### src/rtl/constraint_sampler.sv
// Purpose: seeded LFSR candidate generator that feeds a combinational constraint
//          checker and streams the candidates it accepts downstream.
// Latency: first CHECK WORDS+1 cycles after start; first solution valid at WORDS+2.
// Backpressure: solution and candidate are held until sol_ready_i; nothing is generated while held.
//
// Ports:
//   clk, rst_n        clock (rising edge), asynchronous active-low reset
//   start_i           begin a run (honoured only when idle)
//   num_req_i         number of solutions requested, latched at start
//   seed_i            LFSR seed, latched at start (0 is replaced by 1)
//   cand_o            registered candidate vector driven to the checker
//   sat_i             checker verdict for the current cand_o
//   sol_valid_o       accepted solution is available
//   sol_ready_i       downstream takes the solution
//   sol_data_o        accepted solution (same bits as cand_o while valid)
//   busy_o            run in progress
//   done_o / fail_o   sticky run outcome, cleared by the next start
//   tries_o           saturating count of candidates checked in the run
module constraint_sampler #(
    parameter int VEC_W     = 185,
    parameter int MAX_TRIES = 1024
) (
    input  logic             clk,
    input  logic             rst_n,
    input  logic             start_i,
    input  logic [15:0]      num_req_i,
    input  logic [31:0]      seed_i,
    output logic [VEC_W-1:0] cand_o,
    input  logic             sat_i,
    output logic             sol_valid_o,
    input  logic             sol_ready_i,
    output logic [VEC_W-1:0] sol_data_o,
    output logic             busy_o,
    output logic             done_o,
    output logic             fail_o,
    output logic [31:0]      tries_o
);

    localparam int WORDS  = (VEC_W + 31) / 32;
    localparam int WCNT_W = (WORDS > 1) ? $clog2(WORDS) : 1;
    localparam int TRY_W  = $clog2(MAX_TRIES + 1);
    localparam logic [31:0] LFSR_MASK = 32'hA300_0000;

    // S_ZERO is the single busy cycle taken when a run asks for no solutions.
    typedef enum logic [2:0] {
        S_IDLE  = 3'd0,
        S_ZERO  = 3'd1,
        S_FILL  = 3'd2,
        S_CHECK = 3'd3,
        S_EMIT  = 3'd4
    } state_t;

    state_t              state_q, state_d;
    logic [31:0]         lfsr_q,  lfsr_d;
    logic [VEC_W-1:0]    cand_q,  cand_d;
    logic [WCNT_W-1:0]   word_q,  word_d;
    logic [TRY_W-1:0]    try_q,   try_d;
    logic [31:0]         tries_q, tries_d;
    logic [15:0]         sol_q,   sol_d;
    logic [15:0]         num_q,   num_d;
    logic                done_q,  done_d;
    logic                fail_q,  fail_d;

    logic [31:0]         lfsr_next;
    logic [VEC_W+31:0]   shifted;
    logic [TRY_W-1:0]    try_inc;
    logic [15:0]         sol_inc;

    // Right-shift Galois step; only used while filling.
    always_comb begin
        lfsr_next = lfsr_q[0] ? ((lfsr_q >> 1) ^ LFSR_MASK) : (lfsr_q >> 1);
    end

    always_comb begin
        state_d = state_q;
        lfsr_d  = lfsr_q;
        cand_d  = cand_q;
        word_d  = word_q;
        try_d   = try_q;
        tries_d = tries_q;
        sol_d   = sol_q;
        num_d   = num_q;
        done_d  = done_q;
        fail_d  = fail_q;
        // New LFSR word enters the LSBs; oldest bits fall off the top.
        shifted = {cand_q, lfsr_q};
        try_inc = try_q + 1'b1;
        sol_inc = sol_q + 16'd1;

        case (state_q)
            S_IDLE: begin
                if (start_i) begin
                    lfsr_d  = (seed_i == 32'd0) ? 32'd1 : seed_i;
                    cand_d  = '0;
                    word_d  = '0;
                    try_d   = '0;
                    tries_d = '0;
                    sol_d   = '0;
                    num_d   = num_req_i;
                    done_d  = 1'b0;
                    fail_d  = 1'b0;
                    if (num_req_i == 16'd0) begin
                        done_d  = 1'b1;
                        state_d = S_ZERO;
                    end else begin
                        state_d = S_FILL;
                    end
                end
            end

            S_ZERO: begin
                state_d = S_IDLE;
            end

            S_FILL: begin
                cand_d = shifted[VEC_W-1:0];
                lfsr_d = lfsr_next;
                if (word_q == WCNT_W'(WORDS - 1)) begin
                    word_d  = '0;
                    state_d = S_CHECK;
                end else begin
                    word_d = word_q + 1'b1;
                end
            end

            S_CHECK: begin
                try_d = try_inc;
                if (tries_q != 32'hFFFF_FFFF) begin
                    tries_d = tries_q + 32'd1;
                end
                if (sat_i) begin
                    state_d = S_EMIT;
                end else if (try_inc == TRY_W'(MAX_TRIES)) begin
                    fail_d  = 1'b1;
                    state_d = S_IDLE;
                end else begin
                    state_d = S_FILL;
                end
            end

            S_EMIT: begin
                // cand_q is untouched here, so data stays stable while stalled.
                if (sol_ready_i) begin
                    sol_d = sol_inc;
                    try_d = '0;
                    if (sol_inc == num_q) begin
                        done_d  = 1'b1;
                        state_d = S_IDLE;
                    end else begin
                        state_d = S_FILL;
                    end
                end
            end

            default: begin
                state_d = S_IDLE;
            end
        endcase
    end

    always_ff @(posedge clk or negedge rst_n) begin
        if (!rst_n) begin
            state_q <= S_IDLE;
            lfsr_q  <= 32'd1;
            cand_q  <= '0;
            word_q  <= '0;
            try_q   <= '0;
            tries_q <= '0;
            sol_q   <= '0;
            num_q   <= '0;
            done_q  <= 1'b0;
            fail_q  <= 1'b0;
        end else begin
            state_q <= state_d;
            lfsr_q  <= lfsr_d;
            cand_q  <= cand_d;
            word_q  <= word_d;
            try_q   <= try_d;
            tries_q <= tries_d;
            sol_q   <= sol_d;
            num_q   <= num_d;
            done_q  <= done_d;
            fail_q  <= fail_d;
        end
    end

    assign cand_o      = cand_q;
    assign sol_data_o  = cand_q;
    assign sol_valid_o = (state_q == S_EMIT);
    assign busy_o      = (state_q != S_IDLE);
    assign done_o      = done_q;
    assign fail_o      = fail_q;
    assign tries_o     = tries_q;

endmodule

### config.mk
export PLATFORM = sky130hd
export DESIGN_NAME = constraint_sampler
export DESIGN_NICKNAME = d
export VERILOG_FILES = /design/src/rtl/constraint_sampler.sv
export SDC_FILE = /design/constraint.sdc
export NUM_CORES = 1
export LEC_CHECK = 0
export CAP_MARGIN = 20
export CORE_AREA = 3 3 177 179
export CTS_CLUSTER_SIZE = 20
export DETAILED_ROUTE_END_ITERATION = 7
export DIE_AREA = 0 0 180 182
export GPL_ROUTABILITY_DRIVEN = 0
export PLACE_DENSITY = 0.87
export SYNTH_ARGS = -nofsm -noshare
export SYNTH_HDL_FRONTEND = slang
export SYNTH_SLANG_ARGS = --single-unit
export TNS_END_PERCENT = 30
### constraint.sdc
create_clock -name clk -period 4.6 [get_ports clk]
set_input_delay 1.38 -clock clk [delete_from_list [all_inputs] [get_ports clk]]
set_output_delay 1.38 -clock clk [all_outputs]
set_load 0.01 [all_outputs]
Word-level counts from Yosys, hierarchy flattened

Index checks and enable logic that the tools add are counted.

Reductions and logical operators: 16
Div/mod/pow operators: 0
Shift-type cells: 0
Equality and inequality tests: 14
Bitwise logic cells: 1
Add/subtract/negate cells: 4
$lt $le $gt $ge: 0
Mux-type cells: 35
Multiply operators: 0

Operator list:

| kind                                                                  | number |
|---|---|
| 185-bit one-hot mux with 2 select lines                               | 1 |
| 185-bit two-way mux                                                   | 1 |
| 32-bit two-way mux                                                    | 5 |
| 32-bit one-hot mux with 2 select lines                                | 2 |
| 11-bit one-hot mux with 3 select lines                                | 1 |
| 32-bit by 1-bit adder with 32-bit output, second input constant       | 1 |
| 32-bit logical NOT                                                    | 1 |
| 16-bit two-way mux                                                    | 2 |
| 32-bit inequality test, second input constant                         | 1 |
| 16-bit one-hot mux with 2 select lines                                | 1 |
| 11-bit two-way mux                                                    | 2 |
| 3-bit two-way mux                                                     | 6 |
| 16-bit by 1-bit adder with 16-bit output, second input constant       | 1 |
| 16-bit equality test                                                  | 1 |
| 16-bit logical NOT                                                    | 1 |
| 3-bit one-hot mux with 4 select lines                                 | 1 |
| 3-bit AND reduction                                                   | 4 |
| 11-bit by 1-bit adder with 11-bit output, second input constant       | 1 |
| 11-bit equality test, second input constant                           | 1 |
| 2-bit inequality test, second input constant                          | 5 |
| 4-bit AND reduction                                                   | 2 |
| 1-bit two-way mux                                                     | 7 |
| 3-bit by 2-bit equality test with 1-bit output, second input constant | 2 |
| 3-bit equality test, second input constant                            | 2 |
| 10 further kinds                                                      | 18 |

Word-level logic and storage cells: 80
Bits in registers: 300
Bits of input ports: 53
Memory bits (writable): 0
Output and inout port bits: 406
Memories kept: 0
Bits in latches: 0
Memory bits (read-only): 0

Logic depth before layout (Yosys ltp)

Depth in word-level cells: 5
Depth in mapped cells: 9
Mapped depth without buffers: 7

Worst setup path after synthesis

No wires, ideal clock.

Kind: input to register
Start: input start_i
End: register cand_q[89] (netlist: cand_o[89])
Library setup time: 0.066 ns
Path slack: 2.005 ns
Path buffers: 3
Data required time: 4.534 ns
Data arrival time: 2.529 ns
Stages: 6
Cell sequence: and2_1 clkbuf_1 nor2_1 buf_2 buf_1 a22o_1

Longest elaborated chain between the ends: 2

RTL lines:

| element                         | RTL line | text |
|---|---|---|
| start: declaration              | 25       | `input logic start_i,` |
| 2-bit inequality test (no line) | n/a      |  |
| 2-bit AND reduction (no line)   | n/a      |  |
| end signal: assignment          | 176      | `cand_q <= cand_d;` |
| end: declaration                | 55       | `logic [VEC_W-1:0] cand_q, cand_d;` |

Every way passes these cells.
A chain may end at the register's enable or synchronous reset.

Worst setup path after layout

Start: register state_q[1]
End: output sol_valid_o

Longest elaborated chain between the ends: 1

RTL lines:

| element                  | RTL line | text |
|---|---|---|
| start: declaration       | 53       | `state_t state_q, state_d;` |
| start signal: assignment | 174      | `state_q <= state_d;` |
| 3-bit equality test      | 189      | `assign sol_valid_o = (state_q == S_EMIT);` |
| end: declaration         | 30       | `output logic sol_valid_o,` |

Every way passes these cells.

==> run metrics <==
setup TNS=0 ns; CTS tree=yes; CP arrival=1.98 ns; detailed-route via count=11,400; sequential fraction of the synthesis area=0.537; Hold Path Sink=num_q[12]; antenna viol nets, final=0; P_leak=0.00800 µW; starting density of the core=0.471; Max Slew Vio Count=0; Final Critical Period=3.36 ns; share of layout cells above drive strength 1=0.0627; most common cell after layout, fill and taps aside=clkdlybuf4s50_1; vias in the first global route=approximately 11,000; CORE AREA=29,700 µm²; CP Data Required Time=about 3.2 ns; largest net degree at the start of global routing=214; top_reg_cell synth=dfrtp_1; hold buffers post-CTS=0; initial drt markers=1,199; PnR worst setup slack=1.24 ns; clock latency on the worst-skew pair=a little over 0.5 ns; total track usage=0.255; Tcrit/Tclk final=0.730; Layout area overhead=33.9%; CP max stage cell=clkdlybuf4s50_1; Hold Fails Final Rpt=0; Root Buffer=clkbuf_16; Setup violations, final=0; power per cell area=822 nW/µm²; average cell area after synthesis=10.8 µm²; Synth cell types=62; antenna violations before repair=2; Die X=180 µm; PostCTS Resize Cnt=0; CTS H-tree depth=2; RR Endpoint=cand_o[111]; TritonCTS Buffers=34; FF-to-FF setup slack=2.05 ns; warnings from Yosys=0; # nets final=1,593; Startpoint Class=flop; Worst Hold Path Cells=2; first-pass GRT wire length=66,800 µm; post-placement cell area=17,500 µm²; crit-path cells=nor2_1, nand2_1, inv_1, clkdlybuf4s50_1; Finished Core Util=0.630; Port Buffers=between 400 and 500; DPL Wire Length=30,800 µm; crit path kind=flop to output pin; die area=32,800 µm²; Max stage delay on crit path=0.57 ns; maxcap violations=0; Rows=63; drt total wl=43,800 µm; Cell Area, Synth=14,000 µm²; global route total overflow=0; critical path endpoint category=output pin; Avg Vias per Cell=5.83; critical path fanouts, max=8; measured slew at the worst slew-check pin=1.12 ns; Fillers=2,193; RR Startpoint=state_q[1]; routed len/inst=roughly 22 µm; Worst Skew=0.0145 ns; num ports=459; post-CTS setup buffer count=0; RSZ-0062 raised after global routing=no; syn_nets=1,352; ys async rst share=1.00; fmax=298 MHz; Die Height=182 µm; Syn Inst Count=1,296; worst hold path type=flop to flop; drt drc=0; Max VDD drop=around 0.53 mV; pre-CTS WS=0.988 ns; post-route design area=18,700 µm²; Slew Limit Headroom=0.255; most frequent cells in the layout=457 x clkdlybuf4s50_1, 299 x dfrtp_1, 186 x a22o_1; Pre-Repair DR Iteration Count=6; maximum buffer depth of the clock tree=3; CTS Sinks=300; number of enable flip-flop cells after synthesis=0; worst hold start=num_q[12]; Synth Register Bits=300; Clock transition at path regs=0.06 ns; Reg2Reg Depth=5; status=finished clean
-- worst max-delay path: cells and delay by family (launching register included) --
kind,cells,cell delay [ns]
buffers and inverters,2,0.70
flip-flops,1,0.49
AND/OR/NAND/NOR,2,0.27
-- cells in the mapped netlist, drive strengths merged, types with 4 or more instances --
| cell | n | area (µm²) |
|---|---|---|
| xnor2 | 37 | 324 |
| and3 | 10 | 63.8 |
| inv | 12 | 45.0 |
| nand4 | 20 | 146 |
| a21oi | 13 | 65.1 |
| and4 | 4 | 37.5 |
| a31oi | 8 | 50.1 |
| and2 | 5 | 32.5 |
| nand2 | 163 | 612 |
| mux2i | 5 | 50.1 |
| o31ai | 9 | 67.6 |
| or3 | 8 | 55.1 |
| nor3b | 4 | 30.0 |
| nor2 | 56 | 210 |
| nor4 | 22 | 186 |
| nor3 | 20 | 100 |
| nand3 | 27 | 145 |
| xor2 | 9 | 78.8 |
| dfrtp | 299 | 7480 |
| a22o | 186 | 1630 |
| clkbuf | 53 | 221 |
| buf | 212 | 1530 |
| a22oi | 27 | 203 |
| o21ai | 51 | 255 |
-- power by group --
group / total [µW] / internal [µW] / switching (µW)
sequential: 5230 / 3770 / 1460
clock: 2990 / 1880 / 1110
combinational: 7180 / 3960 / 3220
total: 15400 / 9610 / 5790
-- how the worst max path moves through the flow --
| stage | to | start | slack [ns] |
|---|---|---|---|
| floorplan | cand_o[89] | start_i | 2.00 |
| global placement | sol_q[10] | start_i | 1.11 |
| detailed placement | try_q[9] | start_i | 0.99 |
| CTS | sol_valid_o | state_q[1] | 1.24 |
| global route | busy_o | state_q[1] | 1.17 |
| finish | sol_valid_o | state_q[1] | 1.24 |
-- layer usage --
| layer | part of all wire | GRT usage | up-vias |
|---|---|---|---|
| met3 | 0.077 | 0.0531 | 105 |
| met5 | 0 | 0 | - |
| met2 | 0.50 | 0.434 | 602 |
| met4 | 0.039 | 0.101 | 0 |
| li1 | - | - | 4952 |
| met1 | 0.38 | 0.321 | 5729 |
-- registers in the layout (all words and copies together), names as in the netlist --
signal   count
lfsr_q      32
tries_o     32
word_q       3
fail_o       1
num_q       16
sol_q       16
done_o       1
state_q      3
try_q       11
cand_o     185
-- cell type report --
cell class                      count  area, µm²  share of cell area
Antenna cell                        2       5.00            0.000267
Timing Repair Buffer              470       4730               0.252
Clock buffer                       42        951              0.0508
Inverter                           12       45.0             0.00240
Sequential cell                   300       7510               0.401
Clock inverter                     19        303              0.0162
Multi-Input combinational cell    719       4700               0.251
Tap cell                          390        488              0.0260
-- cell families (layout without fill, tap and decap cells) --
family | Yosys count | in the layout | synth area share
buf+inv | 277 | 543 | 0.128
other cells | 0 | 2 | 0
fa+ha+maj | 3 | 3 | 0.00268
xor+xnor | 49 | 49 | 0.0336
compound gates | 310 | 310 | 0.172
flops | 300 | 300 | 0.537
mux | 5 | 5 | 0.00358
simple gates | 352 | 352 | 0.123
-- metrics by stage --
step,hold WS [ns],instances,power [µW]
6_report,0.495,1954,15400
5_1_grt,0.516,1954,16100
4_1_cts,0.499,1952,15500
3_5_place_dp,0.479,1891,12400
3_3_place_gp,0.473,1891,12100
2_1_floorplan,0.455,1296,9050
Note: power is estimated with default switching activity, not from simulation.
